--- src/rtl/jtkiwi_shr_sub.sv ---
// Sub-CPU side of the Kiwi shared-RAM handshake: request, stall until granted, single access.
// Optional grant watchdog is compiled in with JTKIWI_SHR_TIMEOUT_EN.
module jtkiwi_shr_sub #(
    parameter logic [2:0]  WIN     = 3'b111,
    parameter int unsigned TIMEOUT = 255
) (
    input  logic        rst,
    input  logic        clk,
    input  logic [15:0] sub_addr,
    input  logic        sub_mreq_n,
    input  logic        sub_rfsh_n,
    input  logic        sub_rd_n,
    input  logic        sub_wr_n,
    input  logic [7:0]  sub_dout,
    output logic [7:0]  sub_din,
    output logic        sub_busy,
    output logic        shr_cs,
    output logic [12:0] shr_addr,
    output logic [7:0]  shr_din,
    output logic        sub_rnw,
    input  logic        shr_gnt,
    input  logic [7:0]  shr_dout,
    output logic [7:0]  st_dout
);

    localparam logic [2:0] ST_IDLE = 3'd0;
    localparam logic [2:0] ST_REQ  = 3'd1;
    localparam logic [2:0] ST_ACC  = 3'd2;
    localparam logic [2:0] ST_DONE = 3'd3;

    logic [2:0]  state_q, state_d;
    logic        shr_cs_q, shr_cs_d;
    logic [12:0] shr_addr_q, shr_addr_d;
    logic [7:0]  shr_din_q, shr_din_d;
    logic        sub_rnw_q, sub_rnw_d;
    logic [7:0]  sub_din_q, sub_din_d;
    logic        timeout_flag_q, timeout_flag_d;
    logic        timeout_hit;
    logic        acc;

    assign acc = ~sub_mreq_n & sub_rfsh_n & (~sub_rd_n | ~sub_wr_n) & (sub_addr[15:13] == WIN);

`ifdef JTKIWI_SHR_TIMEOUT_EN
    localparam logic [7:0] TO_LIM = 8'(TIMEOUT);

    logic [7:0] cnt_q, cnt_d;

    always_comb begin
        cnt_d = cnt_q;
        if (state_q == ST_IDLE) begin
            cnt_d = 8'd0;
        end else if (state_q == ST_REQ) begin
            cnt_d = cnt_q + 8'd1;
        end
    end

    // Fires on the last REQ cycle allowed before giving up on the grant
    assign timeout_hit = (state_q == ST_REQ) && ((cnt_q + 8'd1) == TO_LIM);

    always_ff @(posedge clk or posedge rst) begin
        if (rst) begin
            cnt_q <= 8'd0;
        end else begin
            cnt_q <= cnt_d;
        end
    end
`else
    logic unused_timeout;

    assign unused_timeout = ^TIMEOUT;
    assign timeout_hit    = 1'b0;
`endif

    always_comb begin
        state_d        = state_q;
        shr_cs_d       = shr_cs_q;
        shr_addr_d     = shr_addr_q;
        shr_din_d      = shr_din_q;
        sub_rnw_d      = sub_rnw_q;
        sub_din_d      = sub_din_q;
        timeout_flag_d = timeout_flag_q;
        case (state_q)
            ST_IDLE: begin
                if (acc) begin
                    shr_addr_d = sub_addr[12:0];
                    shr_din_d  = sub_dout;
                    sub_rnw_d  = sub_wr_n;
                    shr_cs_d   = 1'b1;
                    state_d    = ST_REQ;
                end
            end
            ST_REQ: begin
                if (!acc) begin
                    shr_cs_d = 1'b0;
                    state_d  = ST_IDLE;
                end else if (shr_gnt) begin
                    state_d = ST_ACC;
                end else if (timeout_hit) begin
                    // Release the arbiter and hand the CPU a dummy value; any write is dropped
                    shr_cs_d       = 1'b0;
                    sub_din_d      = 8'hFF;
                    timeout_flag_d = 1'b1;
                    state_d        = ST_DONE;
                end
            end
            ST_ACC: begin
                sub_din_d = shr_dout;
                state_d   = ST_DONE;
            end
            ST_DONE: begin
                if (!acc) begin
                    shr_cs_d = 1'b0;
                    state_d  = ST_IDLE;
                end
            end
            default: begin
                shr_cs_d = 1'b0;
                state_d  = ST_IDLE;
            end
        endcase
    end

    always_ff @(posedge clk or posedge rst) begin
        if (rst) begin
            state_q        <= ST_IDLE;
            shr_cs_q       <= 1'b0;
            shr_addr_q     <= 13'd0;
            shr_din_q      <= 8'd0;
            sub_rnw_q      <= 1'b1;
            sub_din_q      <= 8'd0;
            timeout_flag_q <= 1'b0;
        end else begin
            state_q        <= state_d;
            shr_cs_q       <= shr_cs_d;
            shr_addr_q     <= shr_addr_d;
            shr_din_q      <= shr_din_d;
            sub_rnw_q      <= sub_rnw_d;
            sub_din_q      <= sub_din_d;
            timeout_flag_q <= timeout_flag_d;
        end
    end

    assign sub_busy = acc & ((state_q == ST_IDLE) | (state_q == ST_REQ) | (state_q == ST_ACC));
    assign shr_cs   = shr_cs_q;
    assign shr_addr = shr_addr_q;
    assign shr_din  = shr_din_q;
    assign sub_rnw  = sub_rnw_q;
    assign sub_din  = sub_din_q;
    assign st_dout  = {timeout_flag_q, 4'd0, state_q};

endmodule

--- config.mk ---
export PLATFORM = sky130hd
export DESIGN_NAME = jtkiwi_shr_sub
export DESIGN_NICKNAME = d
export VERILOG_FILES = /design/src/rtl/jtkiwi_shr_sub.sv
export SDC_FILE = /design/constraint.sdc
export NUM_CORES = 1
export LEC_CHECK = 0
export CAP_MARGIN = 20
export CORE_MARGIN = 3
export CORE_UTILIZATION = 38
export CTS_BUF_LIST = sky130_fd_sc_hd__clkbuf_8 sky130_fd_sc_hd__clkbuf_16
export CTS_CLUSTER_SIZE = 16
export DETAILED_ROUTE_END_ITERATION = 10
export PLACE_DENSITY = 0.88
export SYNTH_ARGS = -nofsm -noshare
export SYNTH_HDL_FRONTEND = slang
export SYNTH_SLANG_ARGS = --single-unit
export TNS_END_PERCENT = 10
--- constraint.sdc ---
create_clock -name clk -period 1.75 [get_ports clk]
set_input_delay 0.175 -clock clk [delete_from_list [all_inputs] [get_ports clk]]
set_output_delay 0.175 -clock clk [all_outputs]
set_load 0.005 [all_outputs]
# Word level (Yosys, flattened, before mapping)
# Index checks and enable logic that the tools add are counted.
word_totals:
  latch_bits: 0
  ramBits: 0
  input_bits: 39
  memories: 0
  register_bits: 34
  romBits: 0
op_classes:
  addsub: 0
  reduce_logical: 5
  magnitude_cmp: 0
  n_mux: 8
  shift: 0
  bitwise: 11
  n_div: 0
  mul: 0
  n_eq_ne: 8
op_table:
  columns: ["operator", "count"]
  rows:
  - ["2-to-1 mux 3 bit", 4]
  - ["one-hot mux 3 bit (4 select lines)", 1]
  - ["== test 3 x 2 -> 1 bit, second input constant", 2]
  - ["inequality test 2 bit, second input constant", 3]
  - ["AND reduction 3 bit", 2]
  - ["bitwise AND 1 bit", 4]
  - ["inverter 1 bit", 4]
  - ["== test 3 x 1 -> 1 bit, second input constant", 1]
  - ["== test 3 bit, second input constant", 1]
  - ["logical NOT 3 bit", 1]
  - ["inequality test 3 bit, second input constant", 1]
  - ["OR 1 bit", 3]
  - ["one-hot mux 1 bit (3 select lines)", 1]
  - ["2-to-1 mux 1 bit", 2]
  - ["AND reduction 2 bit", 1]
  - ["OR reduction 2 bit", 1]

# Longest topological paths before layout
# Gate-level depths: netlist (run 1).
depth:
  ltp_word: 6
  mapped_depth: 4

# Worst setup path before layout (run 1)
# Ideal clock, no wire load.
synth_timing:
  path_kind: "reg2reg"
  start: "reg state_q[1]"
  end: "reg shr_addr_q[10], in the netlist shr_addr[10]"
  stages_incl_launch_ff: 5
  path_buffers: 1
  required_time_ps: 1625
  path_slack_ps: 448
  t_arrival_ps: 1177
  cell_sequence: "dfrtp_1 > nor2_1 > nand3_4 > buf_6 > mux2_4"
synth_via:
  elab_chain_cells: 2
synth_rtl:
  columns: ["item", "line_no", "source"]
  rows:
  - ["from (decl)", "31", "logic [2:0] state_q, state_d;"]
  - ["from (signal assigned)", "133", "state_q <= state_d;"]
  - ["logical NOT 3 bit", "82", "case (state_q)"]
  - ["AND reduction 2 bit (no source line)", null, null]
  - ["to (signal assigned)", "135", "shr_addr_q <= shr_addr_d;"]
  - ["to (decl)", "33", "logic [12:0] shr_addr_q, shr_addr_d;"]
# Every way passes these cells.
# A chain may end at the register's enable or synchronous reset.

# Worst setup path in the final report (run 1)
layout_timing:
  start: "in sub_mreq_n"
  end: "reg shr_addr_q[0], in the netlist shr_addr[0]"
layout_via:
  elab_chain_cells: 5
layout_rtl:
  columns: ["item", "line_no", "source"]
  rows:
  - ["from (decl)", "10", "input logic sub_mreq_n,"]
  - ["inverter 1 bit", "41", "assign acc = ~sub_mreq_n & sub_rfsh_n & (~sub_rd_n | ~sub_wr_n) & (sub_addr[15:13] == WIN);"]
  - ["bitwise AND 1 bit (3 in a row)", "41", null]
  - ["AND reduction 2 bit (no source line)", null, null]
# Every way passes these cells.

==> implementation parameters, run 1 <==
Parameter                              Value

Placed design
  Input/output buffers    72
  Routability congestion estimate from global placement    0.756
  Placed inst area    2180 µm²
  Post-DP HPWL    about 2.7 mm

Clocking
  Clk root buf    sky130_fd_sc_hd__clkbuf_8
  Max H-tree Level    2
  Clock tree from TritonCTS    yes
  CTS Buffer Depth    2
  Cts-stage hold buffer count    0
  Number of buffers created by CTS    5
  Register clock-pin slew on the reported worst setup and hold paths    around 0.070 ns
  Clock insertion delay at the later pin of the skew report    about 0.28 ns
  CTS Sinks    33

STA
  RSZ-0062 raised after global routing    no
  Minimum clock period    about 1.5 ns
  Post-route setup TNS    0 ns
  Final Hold Violating Endpoints    0
  Final worst path period share    84.6%
  Final setup violation count    0
  Maximum achievable frequency    roughly 680 MHz
  Max Transition Viols Final    0
  Layout Skew    ~0.0087 ns

Critical path
  Worst Setup Path Type    in -> reg
  Origin of the worst setup path    sub_mreq_n
  Worst reg-to-reg setup slack    roughly 0.36 ns
  Worst Setup Start Kind    input port
  Highest fanout seen on the critical path    12
  Required time of the worst setup path    roughly 1.9 ns
  Reg-to-Reg Start    state_q[1]
  Worst setup EP type    flip-flop
  Arrival time of the worst setup path    around 1.6 ns

Synthesis
  Syn Std Cell Area    ~1400 µm²
  Distinct cell type count of the synthesized netlist    19
  Synthesis-stage register bit count    33
  Yosys top cell area share    between 50% and 60%
  Synthesized area per cell    around 16 µm²
  Part of the Yosys area used for sequential elements    approximately three fifths
  Number of warnings printed during yosys synthesis    0
  Cell accounting for the most synthesized area    sky130_fd_sc_hd__dfrtp_1
  Gate count of the mapped netlist    between 80 and 90
  Most area-consuming cells after synthesis    sky130_fd_sc_hd__dfrtp_1 (57%), sky130_fd_sc_hd__mux2_4 (20%), sky130_fd_sc_hd__mux2_2 (8.8%), sky130_fd_sc_hd__buf_4 (3.2%), sky130_fd_sc_hd__dfstp_2 (1.9%)

Cells and area
  Area overhead of the layout relative to synthesis    64.2%
  Ratio of cells with drive above 1 in the final layout    between 20% and 30%
  Combined flip-flop and latch cell area    approximately 830 µm²
  Footprint of the multi-input gates    between 500 and 600 µm²
  Final antenna diode count    0
  Final non-filler cell area    2320 µm²
  # nets final    209
  Number of filler instances in the final layout    ~260

Drt
  Number of vias in the routed layout    1004
  Remaining routing DRC violations    0
  Number of nets with antenna violations after detailed routing    0
  Avg Vias per Cell    between 4 and 5
  Average routed wire per standard cell    between 15 and 20 µm
  Number of optimization iterations in the first detailed-route pass    4
  Overall routed net length    about 3.5 mm
  Initial drt markers    20

Power and ir drop
  Leakage power figure    about 1.1 nW
  Largest voltage drop on the vdd net    roughly 0.00066 V
  Power density over cell area    around 1500 nW/µm²

Floorplan
  Die span in x    67.0 µm
  Count of pins on the block boundary    slightly below 80
  Core Region    3470 µm²
  Vertical die dimension    67.0 µm
  Initial Util    40.8%
  Number of cell rows    21
  Die footprint    roughly 4500 µm²

Job
  Max-cap viol count    0

Global routing
  GR Util All Layers    between 10% and 20%
  Number of antenna violations at the first check in global routing    0
  Wire length of the first global-routing pass    5.40 mm
  Via count of the first global-routing pass    ~1100
  Largest net degree at the start of global routing    34
  Sum of overflow across all layers after global routing    0

Min path
  Min-Delay Path Class    in -> async

Status
  Result of the run    finished, final reports clean
timing repair:
item,in CTS,in global routing
endpoints found under the setup margin,1,1
gates resized for setup,1,1
pin swaps,1,0
buffers inserted,2,0
registers in the layout, summed over array words and instances, names as in the netlist:
| register | flops |
|---|---|
| shr_addr | 13 |
| shr_din | 8 |
| sub_din | 8 |
| state_q | 2 |
| shr_cs | 1 |
| sub_rnw | 1 |
Yosys cell counts:
| library cell | n |
|---|---|
| sky130_fd_sc_hd__dfrtp_1 | 32 |
| sky130_fd_sc_hd__mux2_4 | 19 |
| sky130_fd_sc_hd__mux2_2 | 11 |
| sky130_fd_sc_hd__buf_4 | 6 |
| sky130_fd_sc_hd__nor2_1 | 3 |
| sky130_fd_sc_hd__a21oi_1 | 2 |
| sky130_fd_sc_hd__buf_6 | 2 |
| sky130_fd_sc_hd__inv_1 | 2 |
| sky130_fd_sc_hd__nand2_1 | 2 |
| sky130_fd_sc_hd__a21boi_0 | 1 |
| sky130_fd_sc_hd__a21boi_2 | 1 |
| sky130_fd_sc_hd__a31oi_1 | 1 |
| sky130_fd_sc_hd__and4b_2 | 1 |
| sky130_fd_sc_hd__buf_2 | 1 |
| sky130_fd_sc_hd__conb_1 | 1 |
| sky130_fd_sc_hd__dfstp_2 | 1 |
| sky130_fd_sc_hd__nand2b_1 | 1 |
| sky130_fd_sc_hd__nand3_4 | 1 |
| sky130_fd_sc_hd__o21ai_0 | 1 |
layout by cell type, fill, tap and decap left out, drive strengths merged, types with 2 or more instances in the layout:
master         synthesis  routed
conb                   1       6
nor2                   3       3
a21oi                  2       2
dfrtp                 32      32
clkdlybuf4s50          0      71
nand2                  2       2
clkbuf                 0       6
a21boi                 2       2
inv                    2       3
mux2                  30      30
buf                    9       6
metal layers:
metal  track usage (%)  vias up  routed length (µm)
met5                 0        -                   0
met4              6.84        0                  40
met3              5.90        5                 355
met2              29.2       57                1760
met1              18.6      485                1310
li1                  -      457                   -
report_power, final:
part	switching, mW	internal (mW)
Sequential	0.197	1.10
Combinational	0.378	1.00
Clock	0.261	0.458
path summary, 6_finish.rpt:
path / cells past startpoint / end
max: 6 / shr_addr[0]
min: 3 / shr_addr[11]
max reg2reg: 4 / shr_addr[4]
min reg2reg: 1 / shr_addr[2]
max in group asynchronous: 3 / sub_rnw
min in group clk: 1 / shr_addr[2]
worst max-delay path, cell delays in order:
cell	delay, ns
sky130_fd_sc_hd__clkdlybuf4s50_1	0.47
sky130_fd_sc_hd__and4b_2	0.23
sky130_fd_sc_hd__buf_4	0.15
sky130_fd_sc_hd__nand3_4	0.11
sky130_fd_sc_hd__buf_12	0.17
sky130_fd_sc_hd__mux2_2	0.34
kinds of logic after synthesis:
family	share of synthesized area, %
buffers and inverters	5.66
muxes	28.9
AOI/OAI and AO/OA	2.83
other	0.265
DFF	58.5
and+or+nand+nor	3.81
metrics by stage:
step	setup WS, ns	utilization [%]	instances	hold slack (ns)	total power [mW]
final	0.269	67.0	217	0.282	3.40
after global routing	0.233	67.0	217	0.348	3.62
after CTS	0.00881	66.9	217	0.293	3.45
after detailed placement	-0.0640	62.9	207	0.495	2.70
after global placement	-0.0105	62.9	207	0.489	2.63
after floorplan	0.448	-	94	0.303	1.84
cell type report:
cell class | count | share of cell area [%]
repair buffers | 78 | 33.6
well taps | 46 | 2.48
clock inverters | 2 | 1.45
clock buffers | 6 | 3.56
inverters | 2 | 0.323
multi-input cells | 50 | 23.0
flip-flops and latches | 33 | 35.6
(Power assumes the default switching activity.)
==> run 2: changes to the inputs <==
==> constraint.sdc (replaced) <==
create_clock -name clk -period 1.5 [get_ports clk]
set_input_delay 0.15 -clock clk [delete_from_list [all_inputs] [get_ports clk]]
set_output_delay 0.15 -clock clk [all_outputs]
set_load 0.005 [all_outputs]
==> run 2 against run 1 <==
  * Worst setup slack lost 0.23 ns
  * Sequential cell count did not move
  * Register-to-register slack lost 0.26 ns
==> implementation parameters, run 2 (synthesis gave the netlist of run 1 again) <==
Parameter                              Value

STA
  Maximum achievable frequency    686 MHz
  Final setup violation count    0 (unchanged)
  Final Hold Violating Endpoints    0 (unchanged)
  RSZ-0062 raised after global routing    no (unchanged)
  Max Transition Viols Final    0 (unchanged)
  Layout Skew    0.00255 ns (was 0.00866 ns)
  Minimum clock period    around 1.5 ns
  Final worst path period share    roughly 100%
  Worst hold margin    0.282 ns (about the same)

Critical path
  Number of cells on the worst reg-to-reg path    4 (unchanged)
  Worst Setup Path Type    reg -> out (was in -> reg)
  Cell Chain, Critical Path    clkdlybuf4s50_1 (was clkdlybuf4s50_1, and4b_2, buf_4, nand3_4, buf_12, mux2_2)
  Origin of the worst setup path    sub_rnw (was sub_mreq_n)
  Required time of the worst setup path    1.35 ns (was 1.91 ns)
  Stage delay of the slowest cell on the critical path    0.53 ns (was 0.47 ns)
  Destination of the worst register-to-register timing path    shr_din[5] (was shr_addr[4])
  Total buffers and inverters traversed by the critical path    1 (was 3)
  Worst reg-to-reg setup slack    0.10 ns (was 0.36 ns)
  Worst Setup Start Kind    flip-flop (was input port)
  Reg-to-Reg Start    state_q[1] (unchanged)
  Arrival time of the worst setup path    1.31 ns (was 1.64 ns)
  CP delay by family, top    flip-flops (was buffers and inverters)
  Slowest stage cell, crit path    sky130_fd_sc_hd__dfstp_2 (was sky130_fd_sc_hd__clkdlybuf4s50_1)
  Highest fanout seen on the critical path    2 (was 12)
  Worst setup EP type    primary output (was flip-flop)

Cells and area
  Area overhead of the layout relative to synthesis    64.2% (about the same)
  Utilization of the core after routing    66.9% (was 67.0%)
  Top library cells by usage in the layout, fill and taps aside    sky130_fd_sc_hd__clkdlybuf4s50_1 (71), sky130_fd_sc_hd__dfrtp_1 (32), sky130_fd_sc_hd__mux2_4 (19) (unchanged)
  Ratio of cells with drive above 1 in the final layout    28.7% (was 27.5%)
  # nets final    212 (was 209)
  Flip-flop count of the largest register, all copies and words added    13 (unchanged)
  Final antenna diode count    0 (unchanged)
  Number of filler instances in the final layout    256 (was 257)
  Commonest non-fill, non-tap cell in the layout    sky130_fd_sc_hd__clkdlybuf4s50_1 (unchanged)

Power and ir drop
  Largest voltage drop on the vdd net    0.000791 V (was 0.000657 V)
  Leakage power figure    1.08 nW (was 1.09 nW)
  Power density over cell area    1630 nW/µm² (was 1460 nW/µm²)

Drt
  Remaining routing DRC violations    0 (unchanged)
  Average routed wire per standard cell    17.2 µm (was 15.9 µm)
  Number of vias in the routed layout    1029 (was 1004)
  Avg Vias per Cell    4.68 (was 4.63)
  Number of nets with antenna violations after detailed routing    0 (unchanged)
  Overall routed net length    3.78 mm (was 3.46 mm)
  Initial drt markers    46 (was 20)
  Number of optimization iterations in the first detailed-route pass    4 (unchanged)

Clocking
  CTS Buffer Depth    2 (unchanged)
  Clock insertion delay at the later pin of the skew report    0.28 ns (about the same)
  Max H-tree Level    2 (unchanged)
  Register clock-pin slew on the reported worst setup and hold paths    0.06 ns (was 0.07 ns)
  Clk root buf    sky130_fd_sc_hd__clkbuf_8 (unchanged)
  Clock tree from TritonCTS    yes (unchanged)
  Number of buffers created by CTS    5 (unchanged)
  CTS Sinks    33 (unchanged)

Min path
  Min-Delay Path Class    in -> async (unchanged)

Global routing
  Sum of overflow across all layers after global routing    0 (unchanged)
  Largest net degree at the start of global routing    34 (unchanged)
  Number of antenna violations at the first check in global routing    0 (unchanged)
  Via count of the first global-routing pass    1125 (was 1064)
  GR Util All Layers    18.4% (was 16.8%)
  Wire length of the first global-routing pass    5.75 mm (was 5.40 mm)

Floorplan
  Core Region    3470 µm² (unchanged)
  Vertical die dimension    67.0 µm (unchanged)
  Count of pins on the block boundary    79 (unchanged)
  Number of cell rows    21 (unchanged)
  Initial Util    40.8% (unchanged)
  Die span in x    67.0 µm (unchanged)
  Die footprint    4490 µm² (unchanged)

Status
  Result of the run    finished, final reports clean (unchanged)

Placed design
  Input/output buffers    72 (unchanged)
  Post-DP HPWL    2.87 mm (was 2.65 mm)
  Routability congestion estimate from global placement    0.741 (was 0.756)

Job
  Max-cap viol count    0 (unchanged)
==> run 2: changes by cell type in the layout (fill, tap and decap cells not counted) <==
cell | previous run | this run
sky130_fd_sc_hd__a21boi_0 | 1 | 0
sky130_fd_sc_hd__clkbuf_8 | 6 | 5
sky130_fd_sc_hd__buf_4 | 5 | 7
sky130_fd_sc_hd__buf_12 | 1 | 2
sky130_fd_sc_hd__bufinv_16 | 1 | 0
sky130_fd_sc_hd__clkdlybuf4s15_1 | 0 | 1
sky130_fd_sc_hd__a21boi_1 | 0 | 1
sky130_fd_sc_hd__dlymetal6s2s_1 | 1 | 0
sky130_fd_sc_hd__clkinv_2 | 0 | 2
==> run 2: how the worst max path moves through the flow <==
stage	to	slack [ns]	depth (start not counted)
after floorplan	shr_addr[10]	0.20	4
after global placement	sub_busy	-0.20	5
after detailed placement	sub_busy	-0.27	5
after CTS	sub_rnw	0.03	1
after global routing	sub_rnw	0.006	1
final	sub_rnw	0.04	1
==> run 2: cell type report <==
type / count / area, µm² / area share, %
tap: 46 / 57.6 / 2.48
clock buffer: 5 / 68.8 / 2.96
sequential: 33 / 827 / 35.6
multi-input combinational: 50 / 533 / 23.0
clock inverter: 3 / 13.8 / 0.593
timing repair buffer: 81 / 813 / 35.0
inverter: 2 / 7.51 / 0.323
==> run 2: power breakdown <==
group / internal [mW] / switching [mW]
Combinational: 1.18 / 0.447
Clock: 0.314 / 0.308
Sequential: 1.28 / 0.248
==> run 2: routing by layer <==
metal,GRT usage [%],vias to the layer above,part of all wire [%]
met5,0,-,0
li1,-,457,-
met2,33.3,61,53
met3,6.07,6,9.8
met4,8.35,0,1.8
met1,18.9,505,35
==> run 2: repair_timing <==
item	in CTS	in global routing
setup buffers	2	0
hold buffers	0	0
resized for setup	2	2
setup endpoints to repair	1	2
pin swaps	1	0
==> run 2: through the flow <==
stage          setup WS (ns)  std cells  area (µm²)  setup TNS [ns]  power (mW)
4_1_cts               0.0274        220        2320               0        3.82
3_3_place_gp          -0.200        210        2220           -1.58        3.07
3_5_place_dp          -0.266        210        2220           -3.05        3.17
2_1_floorplan          0.198         94        1430               0        2.15
6_report              0.0423        220        2320               0        3.78
5_1_grt              0.00610        220        2320               0        4.01
==> run 3: changes to the inputs <==
--- a/config.mk
+++ b/config.mk
@@ -11,6 +11,7 @@
 export CTS_BUF_LIST = sky130_fd_sc_hd__clkbuf_8 sky130_fd_sc_hd__clkbuf_16
 export CTS_CLUSTER_SIZE = 16
 export DETAILED_ROUTE_END_ITERATION = 10
+export MAX_ROUTING_LAYER = met4
 export PLACE_DENSITY = 0.88
 export SYNTH_ARGS = -nofsm -noshare
 export SYNTH_HDL_FRONTEND = slang
==> run 3 against run 2 <==
  * Via count unchanged
  * Routed wire length about the same
  * Clock skew unchanged
  * Largest power group unchanged
  * Sequential power about the same
  * Sequential cell count unchanged
  * Utilization unchanged
  * Clock power about the same
  * Worst setup slack unchanged
==> implementation parameters, run 3 (synthesis gave the netlist of run 1 again) <==
Parameter                              Value

Status
  Result of the run    finished, final reports clean (unchanged)

STA
  Maximum achievable frequency    686 MHz (unchanged)
  Minimum clock period    1.46 ns (unchanged)
  RSZ-0062 raised after global routing    no (unchanged)
  Final setup violation count    0 (unchanged)
  Final worst path period share    97.2% (unchanged)
  Layout Skew    0.00255 ns (unchanged)
  Max Transition Viols Final    0 (unchanged)
  Final Hold Violating Endpoints    0 (unchanged)

Critical path
  Slowest stage cell, crit path    sky130_fd_sc_hd__dfstp_2 (unchanged)
  Arrival time of the worst setup path    1.31 ns (about the same)
  Destination of the worst register-to-register timing path    shr_din[5] (unchanged)
  Worst setup EP type    primary output (unchanged)
  Number of cells on the worst reg-to-reg path    4 (unchanged)
  Total buffers and inverters traversed by the critical path    1 (unchanged)
  Reg-to-Reg Start    state_q[1] (unchanged)
  Stage delay of the slowest cell on the critical path    0.53 ns (about the same)
  Cell Chain, Critical Path    clkdlybuf4s50_1 (unchanged)
  Required time of the worst setup path    1.35 ns (about the same)
  Worst Setup Path Type    reg -> out (unchanged)
  CP delay by family, top    flip-flops (unchanged)
  Highest fanout seen on the critical path    2 (unchanged)
  Worst reg-to-reg setup slack    0.10 ns (about the same)
  Worst Setup Start Kind    flip-flop (unchanged)

Cells and area
  Number of filler instances in the final layout    256 (unchanged)
  Combined flip-flop and latch cell area    827 µm² (unchanged)
  Final antenna diode count    0 (unchanged)
  Top library cells by usage in the layout, fill and taps aside    sky130_fd_sc_hd__clkdlybuf4s50_1 (71), sky130_fd_sc_hd__dfrtp_1 (32), sky130_fd_sc_hd__mux2_4 (19) (unchanged)
  Area overhead of the layout relative to synthesis    64.2% (unchanged)
  # nets final    212 (unchanged)
  Final standard cell count with taps included and fillers excluded    220 (unchanged)
  Flip-flop count of the largest register, all copies and words added    13 (unchanged)
  Ratio of cells with drive above 1 in the final layout    28.7% (unchanged)
  Commonest non-fill, non-tap cell in the layout    sky130_fd_sc_hd__clkdlybuf4s50_1 (unchanged)
  Utilization of the core after routing    66.9% (unchanged)
  Footprint of the multi-input gates    533 µm² (unchanged)

Floorplan
  Core Region    3470 µm² (unchanged)
  Die span in x    67.0 µm (unchanged)
  Vertical die dimension    67.0 µm (unchanged)
  Count of pins on the block boundary    79 (unchanged)
  Initial Util    40.8% (unchanged)
  Die footprint    4490 µm² (unchanged)
  Number of cell rows    21 (unchanged)

Drt
  Avg Vias per Cell    4.68 (unchanged)
  Remaining routing DRC violations    0 (unchanged)
  Number of optimization iterations in the first detailed-route pass    4 (unchanged)
  Average routed wire per standard cell    17.2 µm (about the same)
  Detail Route met3 WL    364 µm (was 370 µm)
  Number of nets with antenna violations after detailed routing    0 (unchanged)
  Number of vias in the routed layout    1029 (unchanged)
  Met1 layer wirelength in the final routing    1.33 mm (about the same)
  Initial drt markers    56 (was 46)
  Overall routed net length    3.78 mm (about the same)
  Highest routed layer    met4 (unchanged)
  Met2 wire length    2.01 mm (about the same)

Global routing
  Number of antenna violations at the first check in global routing    0 (unchanged)
  Wire length of the first global-routing pass    5.75 mm (unchanged)
  Sum of overflow across all layers after global routing    0 (unchanged)
  Via count of the first global-routing pass    1123 (was 1125)
  GR Util All Layers    18.8% (was 18.4%)
  Largest net degree at the start of global routing    34 (unchanged)

Clocking
  CTS Sinks    33 (unchanged)
  Clk root buf    sky130_fd_sc_hd__clkbuf_8 (unchanged)
  Clock insertion delay at the later pin of the skew report    0.28 ns (about the same)
  CTS Buffer Depth    2 (unchanged)
  Number of buffers created by CTS    5 (unchanged)
  Register clock-pin slew on the reported worst setup and hold paths    0.06 ns (about the same)
  Max H-tree Level    2 (unchanged)
  Clock tree from TritonCTS    yes (unchanged)

Placed design
  Input/output buffers    72 (unchanged)
  Routability congestion estimate from global placement    0.751 (was 0.741)
  Count of placed standard cells including taps    210 (unchanged)
  Post-DP HPWL    2.87 mm (unchanged)

Min path
  Min-Delay Path Class    in -> async (unchanged)

Power and ir drop
  Leakage power figure    1.08 nW (unchanged)
  Power density over cell area    1630 nW/µm² (about the same)
  Largest voltage drop on the vdd net    0.000790 V (was 0.000791 V)

Job
  Max-cap viol count    0 (unchanged)
## run 3: layer usage
metal | GRT usage (%) | up-vias
li1 | - | 457
met1 | 19.0 | 505
met2 | 33.3 | 61
met3 | 5.90 | 6
met4 | 8.35 | 0
met5 | - | -
## run 3: worst max path at each step
stage / from / end / slack, ns / depth (start not counted)
CTS: sub_rnw / sub_rnw / 0.03 / 1
detailed placement: sub_addr[14] / sub_busy / -0.27 / 5
global route: sub_rnw / sub_rnw / 0.006 / 1
finish: sub_rnw / sub_rnw / 0.04 / 1
global placement: sub_rfsh_n / sub_busy / -0.20 / 5
floorplan: state_q[1] / shr_addr[10] / 0.20 / 4
## run 3: worst reg2reg max path: cells and delay by family (launching register included)
family | cells | cell delay [ns]
flops | 1 | 0.43
simple gates | 2 | 0.37
mux | 1 | 0.31
buf+inv | 1 | 0.17
## run 3: power breakdown
part           switching (mW)  leakage, nW  total, mW  internal (mW)
registers               0.247        0.413       1.53           1.28
logic                   0.447        0.621       1.62           1.18
clock network           0.308       0.0491      0.622          0.314
total                    1.00         1.08       3.78           2.77
## run 3: what timing repair did
| item | 4_1_cts | 5_1_grt |
|---|---|---|
| resized for setup | 2 | 2 |
| hold buffers | 0 | 0 |
| pin swaps | 1 | 0 |
| setup endpoints to repair | 1 | 2 |
| setup buffers | 2 | 0 |
| gates cloned | 0 | 0 |
## run 3: layout make-up
class,instances,share of cell area (%)
clock buffers,5,2.96
clock inverters,3,0.593
flip-flops and latches,33,35.6
repair buffers,81,35.0
well taps,46,2.48
inverters,2,0.323
multi-input cells,50,23.0
## run 3: per-stage QoR
| stage | cell area (µm²) | total power [mW] | hold slack [ns] | setup WS [ns] | TNS [ns] |
|---|---|---|---|---|---|
| finish | 2320 | 3.78 | 0.282 | 0.0423 | 0 |
| global route | 2320 | 4.01 | 0.300 | 0.00610 | 0 |
| global placement | 2220 | 3.07 | 0.489 | -0.200 | -1.58 |
| floorplan | 1430 | 2.15 | 0.278 | 0.198 | 0 |
| detailed placement | 2220 | 3.17 | 0.494 | -0.266 | -3.05 |
| CTS | 2320 | 3.82 | 0.287 | 0.0274 | 0 |
